--- src/rtl/button_debouncer_if.sv ---
`default_nettype none
// ============================================================================
// Module   : button_debouncer_if
// Brief    : Raw button pins in, clean level and press/release strobes out.
// Revision : 1.0 - initial release
// ============================================================================
interface button_debouncer_if #(
    parameter int NUM_BTN = 4
);
    logic [NUM_BTN-1:0] btn_raw;
    logic [NUM_BTN-1:0] btn_level;
    logic [NUM_BTN-1:0] btn_press;
    logic [NUM_BTN-1:0] btn_release;
    logic               any_press;

    modport master (
        output btn_raw,
        input  btn_level,
        input  btn_press,
        input  btn_release,
        input  any_press
    );

    modport slave (
        input  btn_raw,
        output btn_level,
        output btn_press,
        output btn_release,
        output any_press
    );
endinterface
`default_nettype wire

--- src/rtl/button_debouncer.sv ---
`default_nettype none
// ============================================================================
// Module   : button_debouncer
// Brief    : Per-button two-flop synchroniser, stable-count debounce filter,
//            and registered one-cycle press/release strobes.
// Revision : 1.0 - initial release
// ============================================================================
module button_debouncer #(
    parameter int          NUM_BTN         = 4,
    parameter int unsigned DEBOUNCE_CYCLES = 240000,
    parameter bit          ACTIVE_LOW      = 1'b1
) (
    input  wire logic         clk,
    input  wire logic         rst,
    button_debouncer_if.slave btn_if
);

    localparam int                 c_CNT_W   = $clog2(DEBOUNCE_CYCLES) + 1;
    localparam logic [c_CNT_W-1:0] c_CNT_MAX = c_CNT_W'(DEBOUNCE_CYCLES - 1);
    localparam logic [c_CNT_W-1:0] c_CNT_ONE = c_CNT_W'(1);
    localparam logic [NUM_BTN-1:0] c_POL     = {NUM_BTN{ACTIVE_LOW}};

    logic [NUM_BTN-1:0] w_norm;
    logic [NUM_BTN-1:0] w_diff;
    logic [NUM_BTN-1:0] w_fire;
    logic [NUM_BTN-1:0] r_sync1;
    logic [NUM_BTN-1:0] r_sync2;
    logic [NUM_BTN-1:0] r_level;
    logic [NUM_BTN-1:0] r_press;
    logic [NUM_BTN-1:0] r_release;
    logic               r_any_press;

    // After normalisation 1 always means pressed, whatever the pin polarity.
    assign w_norm = btn_if.btn_raw ^ c_POL;

    always_ff @(posedge clk or posedge rst) begin
        if (rst) begin
            r_sync1 <= '0;
            r_sync2 <= '0;
        end else begin
            r_sync1 <= w_norm;
            r_sync2 <= r_sync1;
        end
    end

    for (genvar gi = 0; gi < NUM_BTN; gi++) begin : g_chan
        logic [c_CNT_W-1:0] r_cnt;

        assign w_diff[gi] = r_sync2[gi] ^ r_level[gi];
        assign w_fire[gi] = w_diff[gi] && (r_cnt == c_CNT_MAX);

        // Any agreeing sample restarts the count; reaching the limit accepts
        // the new level and restarts too, so the count never passes c_CNT_MAX.
        always_ff @(posedge clk or posedge rst) begin
            if (rst) begin
                r_cnt <= '0;
            end else if (!w_diff[gi] || w_fire[gi]) begin
                r_cnt <= '0;
            end else begin
                r_cnt <= r_cnt + c_CNT_ONE;
            end
        end
    end

    always_ff @(posedge clk or posedge rst) begin
        if (rst) begin
            r_level     <= '0;
            r_press     <= '0;
            r_release   <= '0;
            r_any_press <= 1'b0;
        end else begin
            r_level     <= r_level ^ w_fire;
            r_press     <= w_fire & r_sync2;
            r_release   <= w_fire & ~r_sync2;
            r_any_press <= |(w_fire & r_sync2);
        end
    end

    assign btn_if.btn_level   = r_level;
    assign btn_if.btn_press   = r_press;
    assign btn_if.btn_release = r_release;
    assign btn_if.any_press   = r_any_press;

endmodule
`default_nettype wire

--- src/flat_wrapper.sv ---
// flat-port wrapper written by rule: the top's interface ports become plain ports
module button_debouncer_flat 
#(
    parameter int          NUM_BTN         = 4,
    parameter int unsigned DEBOUNCE_CYCLES = 240000,
    parameter bit          ACTIVE_LOW      = 1'b1
)
  (clk, rst, btn_if_btn_raw, btn_if_btn_level, btn_if_btn_press, btn_if_btn_release, btn_if_any_press);
  button_debouncer_if #(.NUM_BTN(NUM_BTN)) btn_if_i ();
  input  wire logic clk;
  input  wire logic rst;
  input wire logic [$bits(btn_if_i.btn_raw)-1:0] btn_if_btn_raw;
  output wire logic [$bits(btn_if_i.btn_level)-1:0] btn_if_btn_level;
  output wire logic [$bits(btn_if_i.btn_press)-1:0] btn_if_btn_press;
  output wire logic [$bits(btn_if_i.btn_release)-1:0] btn_if_btn_release;
  output wire logic [$bits(btn_if_i.any_press)-1:0] btn_if_any_press;
  assign btn_if_i.btn_raw = btn_if_btn_raw;
  assign btn_if_btn_level = btn_if_i.btn_level;
  assign btn_if_btn_press = btn_if_i.btn_press;
  assign btn_if_btn_release = btn_if_i.btn_release;
  assign btn_if_any_press = btn_if_i.any_press;
  button_debouncer #(.NUM_BTN(NUM_BTN), .DEBOUNCE_CYCLES(DEBOUNCE_CYCLES), .ACTIVE_LOW(ACTIVE_LOW)) u_core (.clk(clk), .rst(rst), .btn_if(btn_if_i));
endmodule
--- config.mk ---
export PLATFORM = sky130hd
export DESIGN_NAME = button_debouncer_flat
export DESIGN_NICKNAME = d
export VERILOG_FILES = /design/src/rtl/button_debouncer_if.sv /design/src/rtl/button_debouncer.sv /design/src/flat_wrapper.sv
export SDC_FILE = /design/constraint.sdc
export NUM_CORES = 1
export LEC_CHECK = 0
export ABC_AREA = 1
export CORE_MARGIN = 8
export CORE_UTILIZATION = 35
export CTS_BUF_LIST = sky130_fd_sc_hd__clkbuf_16
export CTS_CLUSTER_DIAMETER = 60
export DETAILED_ROUTE_END_ITERATION = 10
export PLACE_DENSITY_LB_ADDON = 0.08
export SYNTH_ARGS = -nofsm -noshare
export SYNTH_HDL_FRONTEND = slang
export SYNTH_SLANG_ARGS = --single-unit
--- constraint.sdc ---
create_clock -name clk -period 3.3 [get_ports clk]
set_input_delay 0.66 -clock clk [delete_from_list [all_inputs] [get_ports clk]]
set_output_delay 0.66 -clock clk [all_outputs]
set_load 0.01 [all_outputs]
==> impl_metrics.tcl, run 1 <==
set metrics [dict create \
    status "complete, no violations" \
    maxSlewHeadroom_pct 73.4 \
    drive_above_1_share_pct 9.25 \
    finalHoldViolCount 0 \
    clk_pin_slew_worst_paths_ns 0.07 \
    start_util_pct 35.5 \
    portBuffers 18 \
    fmax_mhz 511 \
    n_antenna_cell 0 \
    cp.required_ns 2.64 \
    grtUsageTotal_pct 12.4 \
    synth_cell_types 28 \
    cts_tree "built" \
    post_cts_buffers 0 \
    synth_cells 650 \
    numCtsBuffers 9 \
    wire_per_inst_um 12.3 \
    cap_violations 0 \
    hold_end "u_core.r_sync2[2]" \
    timing.rr.start "u_core.g_chan[2].r_cnt[0]" \
    synthTopCellsByCount "nor2_1, nand2_1, dfrtp_1, inv_1, nand3_1" \
    synthesis.area_per_instance_um2 7.88 \
    die_h_um 137 \
    synth_area_leaders "dfrtp_1, nor2_1, nand2_1" \
    dr.pass1.iters 5 \
    r2r_end "u_core.g_chan[2].r_cnt[8]" \
    setup_viol 0 \
    yosysMostFrequentCell "nor2_1" \
    dp.cells 849 \
    synth_top_area_share_pct 47.4 \
    rrSetupSlack_ns 1.64 \
    cp-end-kind "output pin" \
    wirelength_um 10600 \
    ios 19 \
    period_minus_slack_ns 1.96 \
    avgViaCountPerCell 4.61 \
    ctsHtreeMaxLevel 3 \
    power_frac_clock_pct 42.4 \
    grt_pass1_wl_um 18600 \
    path_class "reg -> out" \
    cts.repair.resized 0 \
    slew_viol_final 0 \
    root_buffer "clkbuf_16" \
    final_area_um2 5770 \
    path_cells "clkdlybuf4s50_1" \
    postCtsHoldBufs 0 \
    antenna_found_initial 0 \
    routed-via-count 3991 \
    drc 0 \
    cp_num_buf_inv 1 \
    whs_path_depth 0 \
    ys_ff_latch 97 \
    place_area_um2 5500 \
    skew_ns 0.00617 \
    p_leak_nw 2.47 \
    cts_sinks 97 \
    crit_fanout 4 \
    grt_max_degree 76 \
    irDropWorstVdd_uv 227 \
    first_iter_violations 313 \
    clock_latency_ns 0.35 \
    hp-class "reg -> reg" \
    setup.worst_path.start_class "register" \
    rows 44 \
    syn-num-nets 660 \
    clockBufferDepth 2 \
    overflow 0 \
    synth_top_area_cell "dfrtp_1" \
    post-route-period-util_pct 59.3 \
    intPower_mw 1.73 \
    routabilityCongestion 0.841 \
    synthToLayoutAreaGrowth_pct 12.6 \
    arrival_ns 1.30 \
    fillers 1477 \
    syn-cell-area_um2 5120 \
    die_w_um 137 \
    dpl.hpwl_um 7560 \
    grt_pass1_vias 3948 \
    power_switching_mw 0.534 \
    ant_nets 0 \
    worst_slew_pin_slew_ns 0.399 \
    pwr-share-comb_pct 3.6 \
    worst_path_largest_cell_delay_ns 0.56 \
    p_per_area_nw_per_um2 393 \
    rr_worst_depth 6 \
    setup_tns_ns 0 \
    synth_edf_count 0 \
    synth-async-reset-ratio_pct 100 \
    die_area_um2 18800 \
    swShare_pct 23.6 \
    ys.flop_type "dfrtp_1" \
    p_seq_share_pct 54.0 \
    min_from "u_core.r_sync1[2]" \
    yosysWarningCount 0 \
    cpLargestDelayFamily "buffers and inverters" \
    finalNonFillerCells 865 \
    crit_path_top_delay_cell "clkdlybuf4s50_1" \
    power_mw 2.27 \
    final_nets 686 \
    synth_seq_area_share_pct 47.4 \
    rsz0062_at_grt "no" \
    coreArea_um2 14400 \
]
-- area by class of cell --
cell class	count	area, um^2	area share, %
Clock inverter	7	38.8	0.673
Multi-Input combinational cell	474	2360	40.9
Inverter	75	287	4.97
Sequential cell	97	2430	42.1
Clock buffer	9	225	3.91
Tap cell	184	230	3.99
Timing Repair Buffer	19	200	3.47
-- power by group through the flow --
stage	combinational, mW	sequential, mW	clock [mW]
floorplan	0.0654	1.24	0
global route	0.0989	1.23	1.05
global placement	0.0854	1.25	0
detailed placement	0.0872	1.25	0
CTS	0.0872	1.22	1.01
finish	0.0824	1.22	0.962
-- cells in the final DEF (no fill, tap or decap) --
cell               n
a21oi_1           13
a31o_2             2
a31oi_1            1
buf_12             1
clkbuf_16          9
clkdlybuf4s50_1   18
clkinv_1           1
clkinv_2           3
clkinv_4           1
clkinvlp_4         1
dfrtp_1           97
ha_1               4
inv_1             72
inv_2              2
inv_4              2
nand2_1          147
nand2_2            7
nand2_4            2
nand3_1           47
nand3_2            4
nand3_4            2
nand4_1           14
nand4_2            1
nand4_4            1
nor2_1           148
nor2_2            19
nor2_4             4
nor3_1            11
nor3_2             2
o21ai_0            4
o21bai_1           3
xnor2_1           13
xor2_1            25
-- worst max path at each step --
| stage | depth (start not counted) | to |
|---|---|---|
| after global routing | 1 | btn_if_btn_level[3] |
| after detailed placement | 3 | u_core.g_chan[1].r_cnt[15] |
| after global placement | 3 | u_core.g_chan[0].r_cnt[16] |
| after floorplan | 1 | asynchronous set/reset pin |
| final | 1 | btn_if_btn_level[3] |
| after CTS | 1 | btn_if_btn_level[3] |
-- sequential cells by signal, indices dropped and copies added (netlist names), named ones only --
| signal | count |
|---|---|
| u_core.btn_if.btn_press | 4 |
| u_core.r_sync2 | 4 |
| u_core.r_sync1 | 4 |
| u_core.g_chan.r_cnt | 76 |
| u_core.btn_if.btn_release | 4 |
| u_core.btn_if.any_press | 1 |
-- kinds of logic after synthesis --
family | count (synthesis) | share of synthesized area [%]
adder cells (fa/ha/maj) | 4 | 0.977
AO/OA/AOI/OAI | 23 | 2.56
buffers and inverters | 79 | 6.59
flip-flops | 97 | 47.4
XOR/XNOR | 38 | 6.50
AND/OR/NAND/NOR | 409 | 36.0
-- worst reg2reg max path, stage by stage, from the launching register on --
cell	delay, ns
dfrtp_1	0.38
ha_1	0.24
nand3_1	0.14
inv_1	0.18
nand3_2	0.17
nand2_2	0.32
nor2_1	0.10
-- through the flow --
step	hold WS [ns]	util [%]	setup slack [ns]
2_1_floorplan	0.331	-	0.106
5_1_grt	0.348	40.0	1.29
4_1_cts	0.349	40.0	1.31
6_report	0.345	40.0	1.34
3_3_place_gp	0.336	38.2	1.56
3_5_place_dp	0.336	38.2	1.54
-- layer usage --
layer  global-route usage [%]  up-vias  routed length, um  part of all wire, %
li1                         -     2085                  -                    -
met1                     16.4     1846               5270                   50
met2                     19.5       48               4850                   46
met3                     2.13       12                299                  2.8
met4                     5.25        0                190                  1.8
met5                        0        -                  0                    0
(Power assumes the default switching activity.)
==> inputs of run 2 (changes only) <==
clock period = 1.65 ns   (was 3.3 ns; I/O delays follow)
==> run 2 against run 1 <==
Against the previous run: die area unchanged; cell area up 2.1%; sequential power up 100%; critical path depth unchanged; final cell count up 0.46%; sequential share of layout area down 0.85 points; power up 110%; largest cell class unchanged.
==> impl_metrics.tcl, run 2 (same netlist as run 1, synthesis figures left out) <==
set metrics [dict create \
    status "complete, no violations" \
    grtUsageTotal_pct 12.4 \
    rsz0062_at_grt "no" \
    cpLargestDelayFamily "buffers and inverters" \
    layout_common_cells "nand2_1, nor2_1, dfrtp_1" \
    grt_pass1_wl_um 18500 \
    ant_nets 0 \
    p_per_area_nw_per_um2 824 \
    n_antenna_cell 0 \
    crit_fanout 1 \
    avgViaCountPerCell 4.64 \
    worst_slack_ns 0.0610 \
    clk_pin_slew_worst_paths_ns 0.07 \
    rows 44 \
    dpl.hpwl_um 7720 \
    cp_num_buf_inv 1 \
    fillers 1473 \
    ctsHtreeMaxLevel 3 \
    synthToLayoutAreaGrowth_pct 14.9 \
    dr.pass1.iters 4 \
    routed-via-count 4029 \
    final_nets 691 \
    path_cells "clkdlybuf4s50_1" \
    cp-end-kind "output pin" \
    grt_pass1_vias 3843 \
    post-route-period-util_pct 96.3 \
    ios 19 \
    period_minus_slack_ns 1.59 \
    routabilityCongestion 0.845 \
    cts_sinks 97 \
    root_buffer "clkbuf_16" \
    fmax_mhz 629 \
    worstSetupStartpoint "u_core.btn_if.any_press" \
    die_area_um2 18800 \
    cap_violations 0 \
    start_util_pct 35.5 \
    post_cts_buffers 0 \
    drive_above_1_share_pct 10.7 \
    worst_path_largest_cell_delay_ns 0.55 \
    multi_input_area_um2 2390 \
    die_h_um 137 \
    timing.rr.start "u_core.g_chan[3].r_cnt[0]" \
    clock_latency_ns 0.35 \
    place_ws_ns 0.108 \
    setup.worst_path.start_class "register" \
    setup_viol 0 \
    top_register "u_core.g_chan.r_cnt" \
    cts_tree "built" \
    seqCellArea_um2 2430 \
    skew_ns 0.00910 \
    die_w_um 137 \
    hp-class "reg -> reg" \
    crit_path_top_delay_cell "clkdlybuf4s50_1" \
    maxSlewHeadroom_pct 71.2 \
    irDropWorstVdd_uv 506 \
    first_iter_violations 233 \
    dp.cells 854 \
    numCtsBuffers 9 \
    postCtsHoldBufs 0 \
    slew_viol_final 0 \
    min_from "u_core.r_sync1[3]" \
    overflow 0 \
    finalNonFillerCells 869 \
    cts.repair.resized 1 \
    cp.required_ns 1.32 \
    grt_max_degree 81 \
    final_common_cell "nand2_1" \
    clockBufferDepth 2 \
    setup_tns_ns 0 \
    portBuffers 18 \
    antenna_found_initial 0 \
    worst_slew_pin_slew_ns 0.432 \
    finalHoldViolCount 0 \
    wirelength_um 10700 \
    path_class "reg -> out" \
    drc 0 \
    largest_reg_flops 76 \
    arrival_ns 1.26 \
    wire_per_inst_um 12.3 \
    p_leak_nw 2.57 \
    power_mw 4.85 \
    coreArea_um2 14400 \
]
run 2: worst paths after layout:
| path | endpoint | slack (ns) | depth (start not counted) |
|---|---|---|---|
| max reg2reg | u_core.g_chan[3].r_cnt[12] | 0.15 | 6 |
| max | btn_if_any_press | 0.06 | 1 |
| min reg2reg | u_core.r_sync2[3] | 0.35 | 0 |
| min | u_core.r_sync2[3] | 0.35 | 0 |
| max in group asynchronous | u_core.g_chan[2].r_cnt[8] | 0.85 | 3 |
| min in group asynchronous | u_core.g_chan[1].r_cnt[16] | 0.41 | 3 |
run 2: cell type report:
cell class	count	share of cell area, %
tap	184	3.91
clock inverter	6	1.45
inverter	75	4.89
sequential	97	41.2
clock buffer	9	3.83
multi-input combinational	474	40.5
timing repair buffer	24	4.15
run 2: power by group:
| group | internal [mW] | leakage (nW) | switching [mW] | total [mW] |
|---|---|---|---|---|
| Combinational | 0.0565 | 1.09 | 0.119 | 0.176 |
| Clock | 1.32 | 0.153 | 0.914 | 2.23 |
| Sequential | 2.41 | 1.33 | 0.0336 | 2.44 |
| Total | 3.78 | 2.57 | 1.07 | 4.85 |
run 2: metal layers:
| metal | track usage [%] | share of wire (%) |
|---|---|---|
| met3 | 3.71 | 3.0 |
| met2 | 19.0 | 46 |
| met1 | 16.5 | 50 |
| met5 | 0 | 0 |
| met4 | 3.86 | 1.2 |
run 2: stage by stage:
| step | hold WS [ns] | cell area (um^2) | utilization [%] |
|---|---|---|---|
| 3_5_place_dp | 0.335 | 5540 | 38.4 |
| 4_1_cts | 0.350 | 5850 | 40.6 |
| 2_1_floorplan | 0.331 | 5130 | - |
| 3_3_place_gp | 0.333 | 5540 | 38.4 |
| 5_1_grt | 0.354 | 5890 | 40.8 |
| 6_report | 0.347 | 5890 | 40.8 |
==> variant, RTL diff (config.mk and constraints of run 1) <==
`NUM_BTN` is set to 4 in 3 places; all go to 8.
--- a/src/rtl/button_debouncer_if.sv
+++ b/src/rtl/button_debouncer_if.sv
@@ -5,7 +5,7 @@
 // Revision : 1.0 - initial release
 // ============================================================================
 interface button_debouncer_if #(
-    parameter int NUM_BTN = 4
+    parameter int NUM_BTN = 8
 );
     logic [NUM_BTN-1:0] btn_raw;
     logic [NUM_BTN-1:0] btn_level;
--- a/src/rtl/button_debouncer.sv
+++ b/src/rtl/button_debouncer.sv
@@ -6,7 +6,7 @@
 // Revision : 1.0 - initial release
 // ============================================================================
 module button_debouncer #(
-    parameter int          NUM_BTN         = 4,
+    parameter int          NUM_BTN         = 8,
     parameter int unsigned DEBOUNCE_CYCLES = 240000,
     parameter bit          ACTIVE_LOW      = 1'b1
 ) (
--- a/src/flat_wrapper.sv
+++ b/src/flat_wrapper.sv
@@ -1,7 +1,7 @@
 // flat-port wrapper written by rule: the top's interface ports become plain ports
 module button_debouncer_flat 
 #(
-    parameter int          NUM_BTN         = 4,
+    parameter int          NUM_BTN         = 8,
     parameter int unsigned DEBOUNCE_CYCLES = 240000,
     parameter bit          ACTIVE_LOW      = 1'b1
 )
Interface: changed (resized btn_if_btn_level, btn_if_btn_press, btn_if_btn_raw and btn_if_btn_release); port bits go from 19 to 35. The function was not compared with the original's and may differ.
==> variant against run 1 <==
  * Register-to-register slack worse by 0.15 ns
  * Design area rose by 95%
  * Hold slack better by 0.0053 ns
  * Synthesized area is 93% higher
  * Wire length increased by 93%
  * Total power rose by 110%
  * Sequential cell count is 96 higher
  * Worst setup slack got worse by 0.12 ns
  * Critical path type unchanged
  * Critical endpoint is now btn_if_btn_level[7]
  * Core utilization rose by 0.50 points
  * Synthesized cell count increased by 94%
==> variant: results (changes against run 1) <==
* # clk buffers at 17 (+8)
* Commonest cells in the synthesized netlist: nor2_1 (302), nand2_1 (271), dfrtp_1 (193)
* Average size of a mapped cell at 7.82 um^2 (-0.77%)
* Initial DRC count at 459 (+47%)
* Buffers, non-clock at 36 (+17)
* Yosys cell types at 31 (+11%)
* Clk Latency, worst-skew pair at 0.44 ns (+0.09 ns)
* Gpl congestion at 0.847 (+0.70%)
* CP peak stage delay at 0.61 ns (+0.05 ns)
* Max transition margin at 0.507 (-0.227)
* HP Start: u_core.r_sync1[5]
* Worst vdd ir at 322 uV (+41%)
* Multi-input gates at 895 (+89%)
* Register area share after synthesis at 0.490 (+0.0159)
* CTS H-tree depth at 4 (+1)
* Post-layout nets at 1326 (+93%)
* Warnings from Yosys at 0 (unchanged)
* IO Port Bufs at 34 (+16)
* Reg-to-reg startpoint: u_core.g_chan[7].r_cnt[0]
* Synth top area cells: dfrtp_1 (49%), nor2_1 (11%), nand2_1 (10%), inv_1 (6.1%), xor2_1 (5.7%)
* Via density at 4.50 (-2.5%)
* Crit path DAT at 1.42 ns (+0.12 ns)
* Post-DR wirelength/cell at 12.0 um (-1.9%)
* Sw Pwr at 1.18 mW (+120%)
* Top FF cell, synth: dfrtp_1
* Fraction of area in multi-input gates at 0.385 (-0.0243)
* Clock-cell share of area at 0.0545 (+0.00873)
* Status: finished clean
* Critical Path Fanout Max at 3 (-1)
* Pin count of the biggest net entering global routing at 131 (+72%)
* Dpl cells at 1667 (+96%)
* Reg area at 4830 um^2 (+99%)
* Detailed Place HPWL at 14600 um (+93%)
* Via Count at 7645 (+92%)
* Antenna diode count at 0 (unchanged)
* Layout cells sized above 1 at 0.0598 (-0.0327)
* Gr usage total at 0.130 (+0.00629)
* Leakage at 4.83 nW (+96%)
* Total combinational power at 0.161 mW (+95%)
* Most flop-heavy register: u_core.g_chan.r_cnt
* Number of non-clock inverters at 165 (+120%)
* Clk_skew at 0.0113 ns (+0.00509 ns)
* Vias in the first global route at 7778 (+97%)
* Reg power frac at 0.512 (-0.028)
* Seq Cell Count at 193 (+99%)
* Non-clock buffer share at 0.0338 (-0.000895)
* # fillers at 2903 (+97%)
* Max reg flops at 152 (+100%)
* Global-route wire length before repair at 36600 um (+96%)
==> variant: changes by cell type in the layout (fill, tap and decap cells not counted), sizes merged, moves of 11 or more <==
cell and change:
nor2 +150, nand2 +123, inv +97, dfrtp +96
xor2 +39, nor3 +37, clkdlybuf4s50 +16, nand3 +16
o21ai +14, nand4 +13, a21oi +11
==> variant: through the flow <==
stage / hold slack (ns) / power [mW] / cell area [um^2] / utilization / setup slack, ns
2_1_floorplan: 0.331 / 2.59 / 9870 / - / 0.150
3_3_place_gp: 0.334 / 2.64 / 10600 / 0.383 / 1.46
3_5_place_dp: 0.336 / 2.64 / 10600 / 0.383 / 1.44
4_1_cts: 0.354 / 4.82 / 11200 / 0.405 / 1.18
5_1_grt: 0.360 / 4.93 / 11200 / 0.405 / 1.16
6_report: 0.350 / 4.72 / 11200 / 0.405 / 1.22
==> variant: final timing paths <==
kind | slack (ns) | end
worst min register to register | 0.35 | u_core.r_sync2[5]
worst min-delay path | 0.35 | u_core.r_sync2[5]
worst max register to register | 1.49 | u_core.g_chan[7].r_cnt[13]
min in group asynchronous | 0.69 | u_core.g_chan[4].r_cnt[10]
max in group asynchronous | 1.93 | u_core.g_chan[7].r_cnt[5]
worst max-delay path | 1.22 | btn_if_btn_level[7]
==> variant: cell families after synthesis <==
logic type | count (synthesis) | share of synthesized area
AO/OA/AOI/OAI | 50 | 0.0279
XOR/XNOR | 73 | 0.0648
adder cells (fa/ha/maj) | 8 | 0.0101
buffers and inverters | 173 | 0.0717
flip-flops | 193 | 0.490
AND/OR/NAND/NOR | 764 | 0.336
==> variant: layer usage <==
metal | vias up | track usage | share of wire
li1 | 4004 | - | -
met1 | 3560 | 0.172 | 0.50
met2 | 63 | 0.212 | 0.46
met3 | 18 | 0.0257 | 0.028
met4 | 0 | 0.0413 | 0.014
met5 | - | 0 | 0
